## config.mk

```make
export PLATFORM = sky130hd
export DESIGN_NAME = arbitro_datapath
export DESIGN_NICKNAME = d
export VERILOG_FILES = /design/src/rtl/arbitro_pkg.sv /design/src/rtl/rr_arbiter2.sv /design/src/rtl/arbitro_datapath.sv
export SDC_FILE = /design/constraint.sdc
export NUM_CORES = 1
export LEC_CHECK = 0
export CAP_MARGIN = 20
export CORE_MARGIN = 2
export CORE_UTILIZATION = 35
export CTS_BUF_LIST = sky130_fd_sc_hd__clkbuf_2 sky130_fd_sc_hd__clkbuf_4 sky130_fd_sc_hd__clkbuf_8
export CTS_CLUSTER_DIAMETER = 150
export CTS_CLUSTER_SIZE = 30
export DETAILED_ROUTE_END_ITERATION = 12
export PLACE_DENSITY_LB_ADDON = 0.12
export SYNTH_ARGS = -nofsm -noshare
export SYNTH_HDL_FRONTEND = slang
export SYNTH_SLANG_ARGS = --single-unit
```

## constraint.sdc

```tcl
create_clock -name ck -period 5.3 [get_ports ck]
set_clock_uncertainty 0.05 [all_clocks]
set_input_delay 0.795 -clock ck [delete_from_list [all_inputs] [get_ports ck]]
set_output_delay 0.795 -clock ck [all_outputs]
set_load 0.02 [all_outputs]
```

## src/rtl/arbitro_pkg.sv

```systemverilog
// Shared definitions for the two-requester datapath arbiter: state encoding and defaults.
package arbitro_pkg;

    localparam int unsigned DefaultW       = 8;
    localparam int unsigned DefaultTimeout = 32;
    // Wide enough for the largest legal TIMEOUT (255).
    localparam int unsigned CntW           = 8;

    typedef enum logic [1:0] {
        StIdle  = 2'd0,
        StStart = 2'd1,
        StWait  = 2'd2,
        StResp  = 2'd3
    } state_e;

endpackage

```

## src/rtl/rr_arbiter2.sv

```systemverilog
// Two-way round-robin pick with a registered "last served" pointer.
module rr_arbiter2 (
    input  logic ck,
    input  logic rst,
    input  logic req0,
    input  logic req1,
    input  logic upd,
    input  logic upd_id,
    output logic any,
    output logic pick
);

    logic ptr_q;

    // Pointer holds the last served requester; reset favours requester 0.
    always_ff @(posedge ck) begin
        if (rst) begin
            ptr_q <= 1'b1;
        end else if (upd) begin
            ptr_q <= upd_id;
        end
    end

    always_comb begin
        any  = req0 | req1;
        pick = (req0 & req1) ? ~ptr_q : req1;
    end

endmodule

```

## src/rtl/arbitro_datapath.sv

```systemverilog
// Serialises evaluation requests from two requesters onto one datapath controller,
// with round-robin arbitration and a completion timeout.
module arbitro_datapath
    import arbitro_pkg::*;
#(
    parameter int unsigned W       = DefaultW,
    parameter int unsigned TIMEOUT = DefaultTimeout
) (
    input  logic         ck,
    input  logic         rst,
    input  logic         req0,
    input  logic         req1,
    input  logic [W-1:0] x0,
    input  logic [W-1:0] x1,
    output logic         gnt0,
    output logic         gnt1,
    output logic         ack0,
    output logic         ack1,
    output logic [W-1:0] res,
    output logic         err,
    output logic         dp_inicio,
    output logic [W-1:0] dp_x,
    input  logic         dp_done,
    input  logic [W-1:0] dp_res,
    output logic         busy
);

    localparam logic [CntW-1:0] CntLast = CntW'(TIMEOUT - 1);

    state_e          state_q, state_d;
    logic            winner_q;
    logic [CntW-1:0] cnt_q;
    logic            any_req, pick;

    rr_arbiter2 u_arb (
        .ck     (ck),
        .rst    (rst),
        .req0   (req0),
        .req1   (req1),
        .upd    (state_q == StResp),
        .upd_id (winner_q),
        .any    (any_req),
        .pick   (pick)
    );

    always_ff @(posedge ck) begin
        if (rst) begin
            state_q <= StIdle;
        end else begin
            state_q <= state_d;
        end
    end

    always_comb begin
        state_d = state_q;
        unique case (state_q)
            StIdle:  if (any_req) state_d = StStart;
            StStart: state_d = StWait;
            StWait:  if (dp_done || cnt_q == CntLast) state_d = StResp;
            StResp:  state_d = StIdle;
            default: state_d = StIdle;
        endcase
    end

    always_comb begin
        gnt0      = 1'b0;
        gnt1      = 1'b0;
        ack0      = 1'b0;
        ack1      = 1'b0;
        dp_inicio = 1'b0;
        unique case (state_q)
            StStart: begin
                dp_inicio = 1'b1;
                gnt0      = ~winner_q;
                gnt1      = winner_q;
            end
            StResp: begin
                ack0 = ~winner_q;
                ack1 = winner_q;
            end
            default: ;
        endcase
        busy = (state_q != StIdle);
    end

    // Completion is tested before the timeout so a done on the last cycle still succeeds.
    always_ff @(posedge ck) begin
        if (rst) begin
            winner_q <= 1'b0;
            cnt_q    <= '0;
            dp_x     <= '0;
            res      <= '0;
            err      <= 1'b0;
        end else begin
            unique case (state_q)
                StIdle: begin
                    if (any_req) begin
                        winner_q <= pick;
                        dp_x     <= pick ? x1 : x0;
                    end
                end
                StStart: cnt_q <= '0;
                StWait: begin
                    if (dp_done) begin
                        res <= dp_res;
                        err <= 1'b0;
                    end else if (cnt_q == CntLast) begin
                        err <= 1'b1;
                    end else begin
                        cnt_q <= cnt_q + 1'b1;
                    end
                end
                default: ;
            endcase
        end
    end

endmodule

```

==> results.sh, run 1 <==
export IMPL_final_setup_viol_count=0
export IMPL_grt_pass1_vias=1324
export IMPL_cts_setup_buffers=0
export IMPL_startpoint_type="input port"
export IMPL_synthAdderAreaFrac_pct=4.69
export IMPL_critPathTopFamily="buffers and inverters"
export IMPL_h_tree_depth=2
export IMPL_cts_tree="done"
export IMPL_multiInputGateArea_sq_um=697
export IMPL_cts_buffer_depth=2
export IMPL_numCtsBuffers=5
export IMPL_reg2regPathDepth=6
export IMPL_crit_slowest_cell="clkdlybuf4s50_1"
export IMPL_leakage_uw=0.000708
export IMPL_crit_buf_inv=1
export IMPL_io_pins=52
export IMPL_syn_cell_area_sq_mm=0.00134
export IMPL_hold_viol=0
export IMPL_drcViolationCount=0
export IMPL_final_cell_mix="51 x clkdlybuf4s50_1, 29 x dfxtp_1, 17 x nor2_1, 14 x nand2_1, 12 x nand3_1"
export IMPL_max_slew_margin_pct=31.6
export IMPL_cts_root_buf="clkbuf_8"
export IMPL_avgSynthCellArea_sq_um=8.56
export IMPL_synthesis_nets=190
export IMPL_max_freq_ghz=0.368
export IMPL_synth_top_area_share_pct=43.5
export IMPL_synth_top_family_by_area="simple AND/OR/NAND/NOR gates"
export IMPL_dieArea_sq_mm=0.00432
export IMPL_fin_crit_sh_pct=51.2
export IMPL_syn2layout_area_growth_pct=48.0
export IMPL_cp_max_fo=29
export IMPL_ctsResizeCount=0
export IMPL_start_util_pct=36.5
export IMPL_regArea_sq_um=581
export IMPL_insertion_delay_ps=270
export IMPL_worst_slack_ps=2590
export IMPL_period_needed_ps=2710
export IMPL_synth_yosys_warnings=0
export IMPL_rsz0062_at_grt="no"
export IMPL_port_buffer_count=51
export IMPL_postSynthCellCount=156
export IMPL_reg2reg_from="state_q[0]"
export IMPL_grt_pass1_wl_um=5490
export IMPL_avgViaCountPerCell=5.05
export IMPL_synth_mux_area_share_pct=8.34
export IMPL_drtIter0Drc=54
export IMPL_clk_pin_slew_ps=60
export IMPL_reg2reg_slack_ps=3140
export IMPL_ant_nets=0
export IMPL_ys_seq_elements=29
export IMPL_drv_slew=0
export IMPL_pre_cts_ws_ps=2320
export IMPL_holdWs_ps=409
export IMPL_crit_chain="clkdlybuf4s50_1, a211o_1, or4_1, o221ai_1"
export IMPL_crit_path_end="cnt_q[7]"
export IMPL_rows=22
export IMPL_crit_type="in2reg"
export IMPL_cap_violations=0
export IMPL_synth_compound_area_share_pct=17.6
export IMPL_vdd_drop_max_mv=0.293
export IMPL_antenna_cells=0
export IMPL_endpoint_kind="register"
export IMPL_ctsHoldBuffers=0
export IMPL_ys_types=31
export IMPL_required_ps=5440
export IMPL_worstMarginPinSlew_ps=1020
export IMPL_avgRoutedWirePerCell_um=12.6
export IMPL_crit_start="rst"
export IMPL_core_sq_mm=0.00366
export IMPL_via_count=1294
export IMPL_grt_overflow=0
export IMPL_drt_pass1_iter_count=4
export IMPL_final_setup_tns_ps=0
export IMPL_hold_path_class="reg2reg"
export IMPL_hpwl_um=2410
export IMPL_final_core_util_pct=54.0
export IMPL_antenna_found_initial=0
export IMPL_cp_data_arrival_time_ps=2860
export IMPL_drive_gt1_share_pct=4.81
export IMPL_die_width_um=65.8
export IMPL_r2r_end="cnt_q[7]"
export IMPL_synth_top_area_cell="dfxtp_1"
export IMPL_grt_start_max_net_pins=30
export IMPL_track_usage_pct=16.7
export IMPL_crit_path_max_incr_delay_ps=920
export IMPL_p_per_area_mw_per_mm2=391
export IMPL_ys_seq_area_share_pct=43.5
export IMPL_die_h_um=65.8
export IMPL_wl_um=3210
export IMPL_crit_cells=4
export IMPL_synth_simple_area_share_pct=21.6
export IMPL_place_gp_congestion=0.816
export IMPL_clock_sinks=29
export IMPL_layout_commonest_cell="clkdlybuf4s50_1"
export IMPL_synthXorXnorAreaFrac_pct=0
export IMPL_status="finished, final reports clean"
export IMPL_fillers=337
export IMPL_final_nets=242
export IMPL_ys_top_cells_by_area="dfxtp_1 43%, mux2i_1 7.5%, a211oi_1 5.1%"
[report_power, final]
group | total (uW) | switching, uW | leakage (uW) | internal [uW]
Combinational | 303 | 162 | 0.000424 | 141
Sequential | 285 | 25.3 | 0.000237 | 260
Clock | 184 | 75.9 | 0.0000477 | 108
Total | 772 | 263 | 0.000708 | 509
[through the flow]
stage / area (sq um) / power, uW / cells
global placement: 1890 / 586 / 249
floorplan: 1340 / 460 / 156
global route: 1980 / 824 / 256
CTS: 1980 / 784 / 256
finish: 1980 / 772 / 256
detailed placement: 1890 / 595 / 249
[tightest hold or removal path, cell delays in order, from the launching register on]
cell	delay, ps
dfxtp_1	310
nand2_1	50
a21oi_1	50
[how the worst min path moves through the flow]
| stage | from | end | depth (start not counted) |
|---|---|---|---|
| after floorplan | u_arb.ptr_q | u_arb.ptr_q | 1 |
| after global placement | res[1] | res[1] | 2 |
| after detailed placement | res[1] | res[1] | 2 |
| after CTS | res[1] | res[1] | 2 |
| after global routing | res[7] | res[7] | 2 |
| final | res[1] | res[1] | 2 |
[final cells by class]
cell class	instances	share of cell area, %
timing repair buffer	52	26.2
tap	48	3.04
multi-input combinational	112	35.3
clock buffer	7	4.56
sequential	29	29.4
inverter	8	1.52
[flip-flops by register name, summed over array words and instances, names as in the netlist]
signal       cells
state_q          2
cnt_q            8
err              1
winner_q         1
u_arb.ptr_q      1
dp_x             8
res              8
[routing by layer]
metal	wire length [um]	part of all wire [%]	GRT usage, %	up-vias
met1	1400	43	18.1	606
met3	160	5.0	7.36	4
li1	-	-	-	656
met5	0	0	0	-
met2	1630	51	28.3	28
met4	26	0.81	6.51	0
[logic make-up after synthesis]
group | after synthesis
adder cells (fa/ha/maj) | 5
multiplexers | 11
AND/OR/NAND/NOR | 60
AO/OA/AOI/OAI | 36
buffers and inverters | 15
flip-flops | 29
[Yosys cell counts (all sizes together)]
| library cell | count |
|---|---|
| nor3 | 3 |
| a21oi | 11 |
| mux2i | 10 |
| and3 | 1 |
| dfxtp | 29 |
| or3 | 1 |
| a311oi | 1 |
| a31oi | 2 |
| nor2 | 17 |
| and2 | 2 |
| o221ai | 2 |
| a211oi | 9 |
| ha | 5 |
| nand3b | 2 |
| a211o | 2 |
| o21a | 1 |
| nand3 | 12 |
| nor2b | 2 |
| nand2 | 14 |
| a21boi | 2 |
| buf | 1 |
| nand2b | 4 |
| mux2 | 1 |
| or4 | 1 |
| o22ai | 1 |
| o21ai | 4 |
| inv | 8 |
| clkbuf | 6 |
| and4 | 1 |
| a21o | 1 |
No activity file was read; power rests on OpenSTA's default activity.
==> run 2, diff against run 1 <==
==> constraint.sdc (replaced) <==
create_clock -name ck -period 2.84 [get_ports ck]
set_clock_uncertainty 0.05 [all_clocks]
set_input_delay 0.426 -clock ck [delete_from_list [all_inputs] [get_ports ck]]
set_output_delay 0.426 -clock ck [all_outputs]
set_load 0.02 [all_outputs]
==> run 2 against run 1 <==
Against the previous run: core utilization grew 0.72 points; non-clock buffer count rose by 4; sequential power up 88%; cell count is 2.0% higher; sequential cell count did not move; largest cell class unchanged; combinational power increased by 93%; global-route usage increased by 0.25 points; clock power grew 78%; design area increased by 1.3%; worst setup slack worse by 1900 ps; die area stayed put; routed wire length up 3.2%; critical path type is now reg2out; highest routed layer unchanged.
==> results.sh, run 2 (synthesized netlist as in run 1, its figures left out) <==
export IMPL_status="finished, final reports clean"
export IMPL_port_buffer_count=51
export IMPL_p_per_area_mw_per_mm2=723
export IMPL_clock_sinks=29
export IMPL_period_needed_ps=2200
export IMPL_max_freq_ghz=0.455
export IMPL_antenna_cells=0
export IMPL_final_setup_tns_ps=0
export IMPL_cap_violations=0
export IMPL_start_util_pct=36.5
export IMPL_antenna_found_initial=0
export IMPL_drv_slew=0
export IMPL_reg_top3="cnt_q (8), dp_x (8), res (8)"
export IMPL_hold_path_class="reg2reg"
export IMPL_max_slew_margin_pct=71.9
export IMPL_grt_pass1_vias=1315
export IMPL_avgRoutedWirePerCell_um=12.7
export IMPL_startpoint_type="register"
export IMPL_core_sq_mm=0.00366
export IMPL_grt_overflow=0
export IMPL_grt_pass1_wl_um=5600
export IMPL_drcViolationCount=0
export IMPL_final_nets=246
export IMPL_rows=22
export IMPL_avgViaCountPerCell=4.95
export IMPL_via_count=1292
export IMPL_drive_gt1_share_pct=7.04
export IMPL_grt_start_max_net_pins=29
export IMPL_final_cell_mix="51 x clkdlybuf4s50_1, 29 x dfxtp_1, 17 x nor2_1, 14 x nand2_1, 12 x nand3_1"
export IMPL_clk_pin_slew_ps=60
export IMPL_numCtsBuffers=5
export IMPL_insertion_delay_ps=280
export IMPL_place_gp_congestion=0.852
export IMPL_leakage_uw=0.000728
export IMPL_cts_root_buf="clkbuf_8"
export IMPL_vdd_drop_max_mv=0.440
export IMPL_syn2layout_area_growth_pct=50.0
export IMPL_cts_buffer_depth=2
export IMPL_track_usage_pct=16.9
export IMPL_cp_data_arrival_time_ps=1720
export IMPL_ctsHoldBuffers=0
export IMPL_hpwl_um=2530
export IMPL_drtIter0Drc=57
export IMPL_die_width_um=65.8
export IMPL_fillers=358
export IMPL_wl_um=3320
export IMPL_worstMarginPinSlew_ps=418
export IMPL_rsz0062_at_grt="no"
export IMPL_crit_type="reg2out"
export IMPL_layout_commonest_cell="clkdlybuf4s50_1"
export IMPL_io_pins=52
export IMPL_hold_viol=0
export IMPL_dieArea_sq_mm=0.00432
export IMPL_ant_nets=0
export IMPL_final_setup_viol_count=0
export IMPL_final_core_util_pct=54.7
export IMPL_drt_pass1_iter_count=4
export IMPL_h_tree_depth=2
export IMPL_fin_crit_sh_pct=77.3
export IMPL_ctsResizeCount=0
export IMPL_cts_setup_buffers=0
export IMPL_cts_tree="done"
export IMPL_endpoint_kind="output pin"
export IMPL_required_ps=2360
export IMPL_cp_max_fo=4
export IMPL_die_h_um=65.8
==> run 2: cell count changes in the layout (fill, tap and decap cells not counted), sizes merged <==
cell | before | now
buf | 1 | 5
clkinv | 0 | 2
clkbuf | 7 | 6
==> run 2: area by class of cell <==
class,instances,area (sq um),share of cell area [%]
repair buffers,56,548,27.4
well taps,48,60.1,3.00
flip-flops and latches,29,581,29.0
inverters,8,30.0,1.50
multi-input cells,112,697,34.8
clock inverters,2,10.0,0.500
clock buffers,6,76.3,3.81
==> run 2: path summary, 6_finish.rpt <==
| path | slack (ps) | startpoint | endpoint | cells past startpoint |
|---|---|---|---|---|
| setup / recovery | 640 | state_q[1] | gnt0 | 4 |
| hold / removal | 400 | res[0] | res[0] | 2 |
| setup reg to reg | 840 | state_q[0] | cnt_q[7] | 7 |
| hold reg to reg | 400 | res[0] | res[0] | 2 |
==> run 2: stage by stage <==
stage          hold WS [ps]  setup WS (ps)  total power [uW]  instance area, sq um  cells
2_1_floorplan           381           1060               859                  1340    156
3_3_place_gp            393            716              1110                  1920    253
3_5_place_dp            398            667              1130                  1920    253
6_report                405            644              1450                  2000    261
4_1_cts                 407            612              1470                  2000    261
5_1_grt                 430            539              1550                  2000    261
==> run 2: power breakdown <==
part           internal (uW)  total [uW]  switching (uW)
registers                484         535            50.5
clock network            179         327             148
logic                    275         585             310
==> run 2: routing by layer <==
metal	track usage, %	wire, um	part of all wire (%)	vias up
li1	-	-	-	663
met1	20.1	1490	45	604
met2	27.9	1660	50	23
met3	6.68	141	4.3	2
met4	5.21	27	0.81	0
met5	0	0	0	-
==> run 2: critical path, stage by stage (launching register included) <==
cell,delay [ps]
dfxtp_1,340
inv_1,90
ha_1,230
nor2b_1,160
clkdlybuf4s50_1,620
